File: src/rtl/booth_divider_if.sv
`default_nettype none
// ============================================================================
//  Module   : booth_divider_if
//  Purpose  : Request/result bundle for the sequential signed divider.
//             The master drives a request and reads back status and results.
//             The slave (the divider) samples the request and drives results.
//  Revision : 1.0  initial release
// ============================================================================
interface booth_divider_if #(
    parameter int W = 9
);
    logic             Start;
    logic [2*W-1:0]   Data_A;
    logic [W-1:0]     Data_B;
    logic             Busy;
    logic             Done;
    logic [W-1:0]     Quotient;
    logic [W-1:0]     Remainder;
    logic             Overflow;
    logic             Div_Zero;

    modport master (
        output Start, Data_A, Data_B,
        input  Busy, Done, Quotient, Remainder, Overflow, Div_Zero
    );

    modport slave (
        input  Start, Data_A, Data_B,
        output Busy, Done, Quotient, Remainder, Overflow, Div_Zero
    );
endinterface
`default_nettype wire

File: src/rtl/booth_divider.sv
`default_nettype none
// ============================================================================
//  Module   : booth_divider
//  Purpose  : Sequential signed divider, 2W-bit dividend by W-bit divisor.
//             Restoring division on magnitudes (one quotient bit per clock),
//             then a sign-fix step with saturation and divide-by-zero flags.
//  Revision : 1.0  initial release
// ============================================================================
module booth_divider #(
    parameter int W = 9
) (
    input  wire logic        Clk,
    input  wire logic        Reset_n,
    booth_divider_if.slave   bus
);

    typedef enum logic [1:0] {
        S_IDLE = 2'd0,
        S_CALC = 2'd1,
        S_FIX  = 2'd2,
        S_DONE = 2'd3
    } state_t;

    localparam int              CW          = $clog2(2*W);
    localparam logic [CW-1:0]   c_LAST_ITER = CW'(2*W-1);
    // Largest magnitudes a W-bit signed quotient can carry, per sign.
    localparam logic [2*W-1:0]  c_QPOS_LIM  = (2*W)'((1 << (W-1)) - 1);
    localparam logic [2*W-1:0]  c_QNEG_LIM  = (2*W)'(1 << (W-1));
    localparam logic [W-1:0]    c_SAT_POS   = {1'b0, {(W-1){1'b1}}};
    localparam logic [W-1:0]    c_SAT_NEG   = {1'b1, {(W-1){1'b0}}};

    state_t           r_state;
    logic [CW-1:0]    r_cnt;
    logic             r_sa;
    logic             r_sb;
    logic             r_dz;
    logic [2*W-1:0]   r_quo;
    logic [W-1:0]     r_rem;
    logic [W-1:0]     r_bmag;
    logic             r_busy;
    logic             r_done;
    logic [W-1:0]     r_q;
    logic [W-1:0]     r_r;
    logic             r_ovf;
    logic             r_divz;

    logic [2*W-1:0]   w_amag;
    logic [W-1:0]     w_bmag;
    logic [W:0]       w_rem_sh;
    logic [W:0]       w_trial;
    logic             w_qneg;
    logic             w_ovf;
    logic [W-1:0]     w_q_signed;
    logic [W-1:0]     w_r_signed;

    // Operand magnitudes; the most negative values map onto their unsigned
    // magnitude, which still fits the same width.
    assign w_amag = bus.Data_A[2*W-1] ? (~bus.Data_A + 1'b1) : bus.Data_A;
    assign w_bmag = bus.Data_B[W-1]   ? (~bus.Data_B + 1'b1) : bus.Data_B;

    // One restoring step: the partial remainder is always below |B|, so after
    // the shift it is below 2|B| and a W+1 bit difference keeps a valid sign.
    assign w_rem_sh = {r_rem, r_quo[2*W-1]};
    assign w_trial  = w_rem_sh - {1'b0, r_bmag};

    // Sign application and range check of the unsigned quotient.
    assign w_qneg     = r_sa ^ r_sb;
    assign w_ovf      = w_qneg ? (r_quo > c_QNEG_LIM) : (r_quo > c_QPOS_LIM);
    assign w_q_signed = w_qneg ? (~r_quo[W-1:0] + 1'b1) : r_quo[W-1:0];
    assign w_r_signed = r_sa   ? (~r_rem + 1'b1)        : r_rem;

    // Control FSM, iteration datapath and registered result outputs.
    always_ff @(posedge Clk or negedge Reset_n) begin
        if (!Reset_n) begin
            r_state <= S_IDLE;
            r_cnt   <= '0;
            r_sa    <= 1'b0;
            r_sb    <= 1'b0;
            r_dz    <= 1'b0;
            r_quo   <= '0;
            r_rem   <= '0;
            r_bmag  <= '0;
            r_busy  <= 1'b0;
            r_done  <= 1'b0;
            r_q     <= '0;
            r_r     <= '0;
            r_ovf   <= 1'b0;
            r_divz  <= 1'b0;
        end else begin
            case (r_state)
                S_IDLE: begin
                    r_done <= 1'b0;
                    if (bus.Start) begin
                        r_sa    <= bus.Data_A[2*W-1];
                        r_sb    <= bus.Data_B[W-1];
                        r_quo   <= w_amag;
                        r_bmag  <= w_bmag;
                        r_rem   <= '0;
                        r_cnt   <= '0;
                        r_busy  <= 1'b1;
                        r_dz    <= (bus.Data_B == '0);
                        r_state <= (bus.Data_B == '0) ? S_FIX : S_CALC;
                    end
                end
                S_CALC: begin
                    if (!w_trial[W]) begin
                        r_rem <= w_trial[W-1:0];
                        r_quo <= {r_quo[2*W-2:0], 1'b1};
                    end else begin
                        r_rem <= w_rem_sh[W-1:0];
                        r_quo <= {r_quo[2*W-2:0], 1'b0};
                    end
                    r_cnt <= r_cnt + 1'b1;
                    if (r_cnt == c_LAST_ITER) begin
                        r_state <= S_FIX;
                    end
                end
                S_FIX: begin
                    if (r_dz) begin
                        r_q    <= '0;
                        r_r    <= '0;
                        r_ovf  <= 1'b0;
                        r_divz <= 1'b1;
                    end else if (w_ovf) begin
                        r_q    <= w_qneg ? c_SAT_NEG : c_SAT_POS;
                        r_r    <= '0;
                        r_ovf  <= 1'b1;
                        r_divz <= 1'b0;
                    end else begin
                        r_q    <= w_q_signed;
                        r_r    <= w_r_signed;
                        r_ovf  <= 1'b0;
                        r_divz <= 1'b0;
                    end
                    r_state <= S_DONE;
                end
                S_DONE: begin
                    r_done  <= 1'b1;
                    r_busy  <= 1'b0;
                    r_state <= S_IDLE;
                end
                default: begin
                    r_state <= S_IDLE;
                end
            endcase
        end
    end

    assign bus.Busy      = r_busy;
    assign bus.Done      = r_done;
    assign bus.Quotient  = r_q;
    assign bus.Remainder = r_r;
    assign bus.Overflow  = r_ovf;
    assign bus.Div_Zero  = r_divz;

endmodule
`default_nettype wire

File: src/flat_wrapper.sv
// flat-port wrapper written by rule: the top's interface ports become plain ports
module booth_divider_flat 
#(
    parameter int W = 9
)
  (Clk, Reset_n, bus_Start, bus_Data_A, bus_Data_B, bus_Busy, bus_Done, bus_Quotient, bus_Remainder, bus_Overflow, bus_Div_Zero);
  booth_divider_if #(.W(W)) bus_i ();
  input  wire logic Clk;
  input  wire logic Reset_n;
  input wire logic [$bits(bus_i.Start)-1:0] bus_Start;
  input wire logic [$bits(bus_i.Data_A)-1:0] bus_Data_A;
  input wire logic [$bits(bus_i.Data_B)-1:0] bus_Data_B;
  output wire logic [$bits(bus_i.Busy)-1:0] bus_Busy;
  output wire logic [$bits(bus_i.Done)-1:0] bus_Done;
  output wire logic [$bits(bus_i.Quotient)-1:0] bus_Quotient;
  output wire logic [$bits(bus_i.Remainder)-1:0] bus_Remainder;
  output wire logic [$bits(bus_i.Overflow)-1:0] bus_Overflow;
  output wire logic [$bits(bus_i.Div_Zero)-1:0] bus_Div_Zero;
  assign bus_i.Start = bus_Start;
  assign bus_i.Data_A = bus_Data_A;
  assign bus_i.Data_B = bus_Data_B;
  assign bus_Busy = bus_i.Busy;
  assign bus_Done = bus_i.Done;
  assign bus_Quotient = bus_i.Quotient;
  assign bus_Remainder = bus_i.Remainder;
  assign bus_Overflow = bus_i.Overflow;
  assign bus_Div_Zero = bus_i.Div_Zero;
  booth_divider #(.W(W)) u_core (.Clk(Clk), .Reset_n(Reset_n), .bus(bus_i));
endmodule
File: config.mk
export PLATFORM = sky130hd
export DESIGN_NAME = booth_divider_flat
export DESIGN_NICKNAME = d
export VERILOG_FILES = /design/src/rtl/booth_divider_if.sv /design/src/rtl/booth_divider.sv /design/src/flat_wrapper.sv
export SDC_FILE = /design/constraint.sdc
export NUM_CORES = 1
export LEC_CHECK = 0
export ABC_AREA = 1
export CAP_MARGIN = 20
export CORE_MARGIN = 5
export CORE_UTILIZATION = 61
export CTS_CLUSTER_DIAMETER = 50
export DETAILED_ROUTE_END_ITERATION = 10
export PLACE_DENSITY = 0.89
export SLEW_MARGIN = 30
export SYNTH_ARGS = -nofsm -noshare
export SYNTH_HDL_FRONTEND = slang
export SYNTH_SLANG_ARGS = --single-unit
export TNS_END_PERCENT = 5
File: constraint.sdc
create_clock -name Clk -period 3.98 [get_ports Clk]
set_input_delay 0.398 -clock Clk [delete_from_list [all_inputs] [get_ports Clk]]
set_output_delay 0.398 -clock Clk [all_outputs]
set_load 0.03 [all_outputs]
==> results.toml, run 1 <==
[grt]
grt_pass1_vias = 4211
grt_pass1_wl_mm = 19.1
globalRoute.totalOverflow = 0
grt_usage = 0.263
grt_max_degree = 41
antenna_found_initial = 0

[detailed_routing]
firstDrtPassIters = 5
antenna_left = 0
vias = 4351
vias_per_cell = 5.51
drtIter0Drc = 264
wl_per_cell_um = 14.2
drc = 0
wirelength_mm = 11.2

[clock_tree]
htree_levels = 3
path_clk_slew_ns = 0.08
cts.sinks = 68
cts.path.max_buffers = 2
clk_latency_ns = 0.36
cts-root-buf = "clkbuf_8"
cts_hold_buf = 0
cts-resized-gates = 0
cts_setup_buffers = 0
cts_tree = "built"
cts-buffers-inserted = 9

[synth]
netlist.top_cell.by_area = "dfrtp_1"
synthCells = 637
yosysTopAreaCellShare = 0.373
ys_seq_elements = 68
synth_area_mm2 = 0.00456
synth_fp_nets = 687
synth_warnings = 0
ys_seq_area_frac = 0.373
ys_top_cells_by_area = "dfrtp_1, nand2_1, inv_1"
yosysUniqueCellTypes = 36
post_synth.cell_area_avg_um2 = 7.16

[sta]
holdWs_ns = 0.0126
drv_slew = 0
finalCritPeriodShare = 0.676
setup_viol = 0
tns_ns = 0
slew_headroom = 0.479
tightest_slew_ns = 0.779
grt_setup_unrepaired = "false"
min_period_ns = 2.69
finalHoldViolations = 0
fmax_mhz = 372
clock_skew_ns = 0.0108

[die]
die-area_mm2 = 0.00931
die_w_um = 96.5
num_io_pins = 52
rows = 31
die_h_um = 96.5
fp.coreArea_mm2 = 0.00725
initial_core_util = 0.629

[pwr]
peakVddDrop_uv = 544
combPwrFrac = 0.616
power_switching_mw = 2.38
power.leakage_nw = 2.69
seqPwrFrac = 0.266
power-per-cell-area_mw_per_mm2 = 888
p_int_mw = 2.35
swShare = 0.504
clkPwrFrac = 0.119

[placement]
place_congestion = 0.915
io_buffers = 51
place_hpwl_mm = 8.47

[critical_path]
path_max_fanout = 23
crit_type = "flop to flop"
r2r-start = "u_core.r_state[0]$_DFFE_PN0P_"
cpMaxStageDelayCell = "dfrtp_1"
critPathLaunch = "u_core.r_state[0]$_DFFE_PN0P_"
rr_worst_depth = 12
cpPeakStageDelay_ns = 0.40
path_cells = "inv_1 > ha_1 > nand2_1 > inv_2 > a21oi_2 > buf_4 > inv_2 > nand2_1 > nor2_1 > nand2_1 > xor2_1 > nor2_1"
crit_top_cell = "nand2_1"
cp-endpoint = "u_core.r_cnt[4]$_DFFE_PN0P_"
end_kind = "flop"
startpoint_type = "flop"
cp.required_ns = 4.21
arrival_ns = 2.92
r2r_end = "u_core.r_cnt[4]$_DFFE_PN0P_"
r2r_slack_ns = 1.29

[hold_path]
hold_class = "primary input to async pin"

[run]
cap_viol_max_count = 0

[finish]
layout-area-overhead-vs-synth_pct = 16.9
nNetsFinal = 737
drive_gt1_frac = 0.0724
diodes = 0

[run_status]
status = "completed"
==> area by class of cell <==
class | count | area, um^2
tap | 99 | 124
sequential | 68 | 1700
multi-input combinational | 468 | 2460
inverter | 87 | 327
fill | 572 | 1920
clock inverter | 5 | 52.6
timing repair buffer | 53 | 523
clock buffer | 10 | 138
==> power by group through the flow <==
stage	sequential (mW)	clock, mW	combinational (mW)
floorplan	1.36	0	2.04
global placement	1.25	0	2.75
detailed placement	1.26	0	2.87
CTS	1.25	0.564	2.89
global route	1.30	0.596	3.27
finish	1.26	0.562	2.92
==> worst min path at each step <==
stage,from,to,slack [ns],cells past startpoint
finish,Reset_n,u_core.r_rem[8]$_DFFE_PN0P_,0.01,1
global route,Reset_n,u_core.r_bmag[6]$_DFFE_PN0P_,0.06,1
CTS,Reset_n,u_core.r_bmag[7]$_DFFE_PN0P_,0.19,1
detailed placement,u_core.bus.Remainder[8]$_DFFE_PN0P_,u_core.bus.Remainder[8]$_DFFE_PN0P_,0.46,2
global placement,u_core.bus.Remainder[8]$_DFFE_PN0P_,u_core.bus.Remainder[8]$_DFFE_PN0P_,0.46,2
floorplan,Reset_n,u_core.bus.Busy$_DFFE_PN0P_,0.10,0
==> per-stage QoR <==
| stage | instances | instance area (um^2) | worst slack, ns | power, mW | utilization |
|---|---|---|---|---|---|
| final | 790 | 5330 | 1.29 | 4.74 | 0.735 |
| after global routing | 790 | 5330 | 1.03 | 5.16 | 0.735 |
| after CTS | 790 | 5330 | 1.31 | 4.71 | 0.735 |
| after detailed placement | 775 | 5140 | 1.16 | 4.13 | 0.708 |
| after global placement | 775 | 5140 | 1.33 | 4.00 | 0.708 |
| after floorplan | 637 | 4560 | 2.26 | 3.40 | - |
==> synthesized netlist by cell type <==
cell type,n
nand2_1,186
inv_1,80
dfrtp_1,68
nand3_1,59
o21ai_0,48
nor2_1,46
a21oi_1,20
ha_1,19
xor2_1,16
nand4_1,12
o22ai_1,10
buf_2,9
inv_2,7
o21bai_1,7
nor3_1,6
xnor2_1,5
nand2_2,4
nand3_2,4
o21ai_2,4
clkbuf_1,3
nand3b_1,3
o211ai_1,3
nand2_4,2
nand4_2,2
nor2_2,2
or2_2,2
a21oi_2,1
a21oi_4,1
a22oi_1,1
buf_1,1
buf_4,1
fa_1,1
nor2_4,1
nor2_8,1
nor3_2,1
o21ai_1,1
==> cell families after synthesis <==
| kind of cell | synth area share |
|---|---|
| simple gates | 0.323 |
| buf+inv | 0.0864 |
| compound gates | 0.121 |
| xor+xnor | 0.0403 |
| flops | 0.373 |
| fa+ha+maj | 0.0565 |
==> registers in the layout (all words and copies together) (netlist names) <==
register and cells:
u_core.r_dz 1, u_core.bus.Quotient 9, u_core.bus.Overflow 1, u_core.r_bmag 9, u_core.r_quo 18, u_core.bus.Div_Zero 1
u_core.r_sb 1, u_core.r_rem 9, u_core.r_sa 1, u_core.bus.Busy 1, u_core.r_cnt 5, u_core.bus.Remainder 9
u_core.bus.Done 1, u_core.r_state 2
==> worst max-delay path: cells and delay by family, from the launching register on <==
kind | cells | cell delay, ns
fa+ha+maj | 1 | 0.23
compound gates | 1 | 0.04
buf+inv | 4 | 0.88
simple gates | 5 | 0.84
flops | 1 | 0.40
xor+xnor | 1 | 0.15
==> layer usage <==
metal	vias up	share of wire	wire [um]	GRT usage
li1	2167	-	-	-
met1	2005	0.42	4700	0.334
met2	155	0.50	5580	0.444
met3	24	0.063	708	0.0550
met4	0	0.018	198	0.0958
met5	-	0	0	0
==> cells in the final DEF, fill, tap and decap left out, types with 4 or more instances in the layout <==
cell,netlist,routed
a21oi_1,20,20
clkbuf_8,0,10
clkdlybuf4s50_1,0,50
dfrtp_1,68,68
ha_1,19,19
inv_1,80,80
inv_2,7,7
nand2_1,186,186
nand2_2,4,4
nand3_1,59,59
nand3_2,4,4
nand4_1,12,12
nor2_1,46,46
nor3_1,6,6
o21ai_0,48,48
o21ai_2,4,4
o21bai_1,7,7
o22ai_1,10,10
xnor2_1,5,5
xor2_1,16,16
No activity file was read; power rests on OpenSTA's default activity.
==> inputs of run 2 (changes only) <==
--- a/config.mk
+++ b/config.mk
@@ -8,10 +8,10 @@
 export ABC_AREA = 1
 export CAP_MARGIN = 20
 export CORE_MARGIN = 5
-export CORE_UTILIZATION = 61
+export CORE_UTILIZATION = 57
 export CTS_CLUSTER_DIAMETER = 50
 export DETAILED_ROUTE_END_ITERATION = 10
-export PLACE_DENSITY = 0.89
+export PLACE_DENSITY = 0.84
 export SLEW_MARGIN = 30
 export SYNTH_ARGS = -nofsm -noshare
 export SYNTH_HDL_FRONTEND = slang
==> constraint.sdc (replaced) <==
create_clock -name Clk -period 2.6 [get_ports Clk]
set_input_delay 0.26 -clock Clk [delete_from_list [all_inputs] [get_ports Clk]]
set_output_delay 0.26 -clock Clk [all_outputs]
set_load 0.03 [all_outputs]
==> run 2 against run 1 <==
Non-clock buffer count rose by 6. Clock skew fell by 0.00065 ns. Sequential share of layout area fell by 0.49 points. Global-route usage fell by 2.4 points. Combinational power rose by 53%. Utilization fell by 3.8 points. Total power rose by 56%. Register-to-register slack got worse by 0.86 ns. Cell count rose by 1.3%. Critical path type unchanged. Largest power group unchanged.
==> results.toml, run 2 (synthesized netlist as in run 1, its figures left out) <==
[pwr]
peakVddDrop_uv = 801
power.leakage_nw = 2.74
swShare = 0.495
power_mw = 7.38
power_switching_mw = 3.66
clkPwrFrac = 0.136
power-per-cell-area_mw_per_mm2 = 1360
combPwrFrac = 0.604
p_int_mw = 3.73
seqPwrFrac = 0.260

[sta]
finalCritPeriodShare = 0.835
tightest_slew_ns = 0.608
finalHoldViolations = 0
slew_headroom = 0.594
drv_slew = 0
grt_setup_unrepaired = "false"
tns_ns = 0
setup_viol = 0
min_period_ns = 2.17
clock_skew_ns = 0.0101
worst_slack_ns = 0.429
fmax_mhz = 461

[finish]
final_util = 0.697
most-common-layout-cells = "nand2_1, inv_1, dfrtp_1"
regMostFlops = "u_core.r_quo"
final_common_cell = "nand2_1"
diodes = 0
final_cells = 800
nNetsFinal = 743
layout-area-overhead-vs-synth_pct = 18.7
largest_register_ffs = 18
drive_gt1_frac = 0.0802

[critical_path]
cpMaxStageDelayCell = "nor2_1"
crit_top_cell = "inv_1"
arrival_ns = 2.47
crit_type = "flop to flop"
r2r_slack_ns = 0.43
path_max_fanout = 20
path_cells = "inv_1 > ha_1 > inv_1 > nor2_1 > inv_1 > nor2_4 > o21ai_0 > nand2_1"
critical_path.top_delay_family = "simple AND/OR/NAND/NOR gates"
startpoint_type = "flop"
cpPeakStageDelay_ns = 0.50
end_kind = "flop"
cp.required_ns = 2.90
path_buf_inv = 3

[clock_tree]
cts_tree = "built"
cts.sinks = 68
path_clk_slew_ns = 0.08
htree_levels = 3
cts-buffers-inserted = 9
clk_latency_ns = 0.35
cts-root-buf = "clkbuf_8"
cts-resized-gates = 0
cts.path.max_buffers = 2

[grt]
globalRoute.totalOverflow = 0
grt_usage = 0.239
grt_pass1_vias = 4242
grt_pass1_wl_mm = 19.4
grt_max_degree = 25
antenna_found_initial = 0

[placement]
io_buffers = 51
numPlacedInstances = 783
dp_slack_ns = 0.441
place_hpwl_mm = 8.54
place_congestion = 0.937

[hold_path]
hold_class = "primary input to async pin"

[detailed_routing]
antenna_left = 0
wl_per_cell_um = 13.9
vias = 4415
drtIter0Drc = 239
firstDrtPassIters = 4
wirelength_mm = 11.1
drc = 0
vias_per_cell = 5.52

[die]
die-area_mm2 = 0.00989
die_h_um = 99.5
rows = 32
initial_core_util = 0.587
die_w_um = 99.5
num_io_pins = 52
fp.coreArea_mm2 = 0.00777

[run_status]
status = "completed"

[run]
cap_viol_max_count = 0
==> run 2: layer usage <==
layer  GRT usage  vias to the layer above  routed length [um]
met5           0                        -                   0
met1       0.319                     2064                4890
li1            -                     2180                   -
met4      0.0725                        0                 172
met2       0.401                      150                5310
met3      0.0400                       21                 736
==> run 2: power by group through the flow <==
stage,clock network [mW],logic [mW],registers [mW]
global route,1.06,5.05,1.97
global placement,0,4.26,1.91
CTS,1.01,4.45,1.91
floorplan,0,3.12,2.08
finish,1.00,4.46,1.92
detailed placement,0,4.42,1.93
==> run 2: worst paths after layout <==
path,from,to,cells after the start
worst max-delay path,u_core.r_state[0]$_DFFE_PN0P_,u_core.bus.Quotient[1]$_DFFE_PN0P_,8
worst min-delay path,Reset_n,u_core.r_rem[7]$_DFFE_PN0P_,2
worst max register to register,u_core.r_state[0]$_DFFE_PN0P_,u_core.bus.Quotient[1]$_DFFE_PN0P_,8
worst min register to register,u_core.bus.Remainder[8]$_DFFE_PN0P_,u_core.bus.Remainder[8]$_DFFE_PN0P_,2
max in group asynchronous,Reset_n,u_core.r_sb$_DFFE_PN0P_,3
min in group Clk,u_core.bus.Remainder[8]$_DFFE_PN0P_,u_core.bus.Remainder[8]$_DFFE_PN0P_,2
==> run 2: stage by stage <==
stage | hold slack [ns] | cell area, um^2
final | 0.427 | 5410
after global routing | 0.492 | 5410
after global placement | 0.278 | 5180
after floorplan | -0.0356 | 4560
after CTS | 0.456 | 5410
after detailed placement | 0.288 | 5180
==> run 2: worst reg2reg max path, stage by stage (launching register included) <==
cell and delay [ns]:
dfrtp_1 0.41, inv_1 0.12, ha_1 0.23, inv_1 0.30
nor2_1 0.50, inv_1 0.16, nor2_4 0.19, o21ai_0 0.12
nand2_1 0.08
==> run 2: what timing repair did <==
item | CTS | global route
endpoints found under the hold margin | 22 | 0
buffers inserted | 0 | 0
hold buffers | 1 | 0
==> run 2: cell type report <==
cell class	count	area [um^2]
clock buffer	10	138
clock inverter	6	87.6
fill	640	2350
inverter	87	327
multi-input combinational	468	2460
sequential	68	1700
tap	102	128
timing repair buffer	59	568
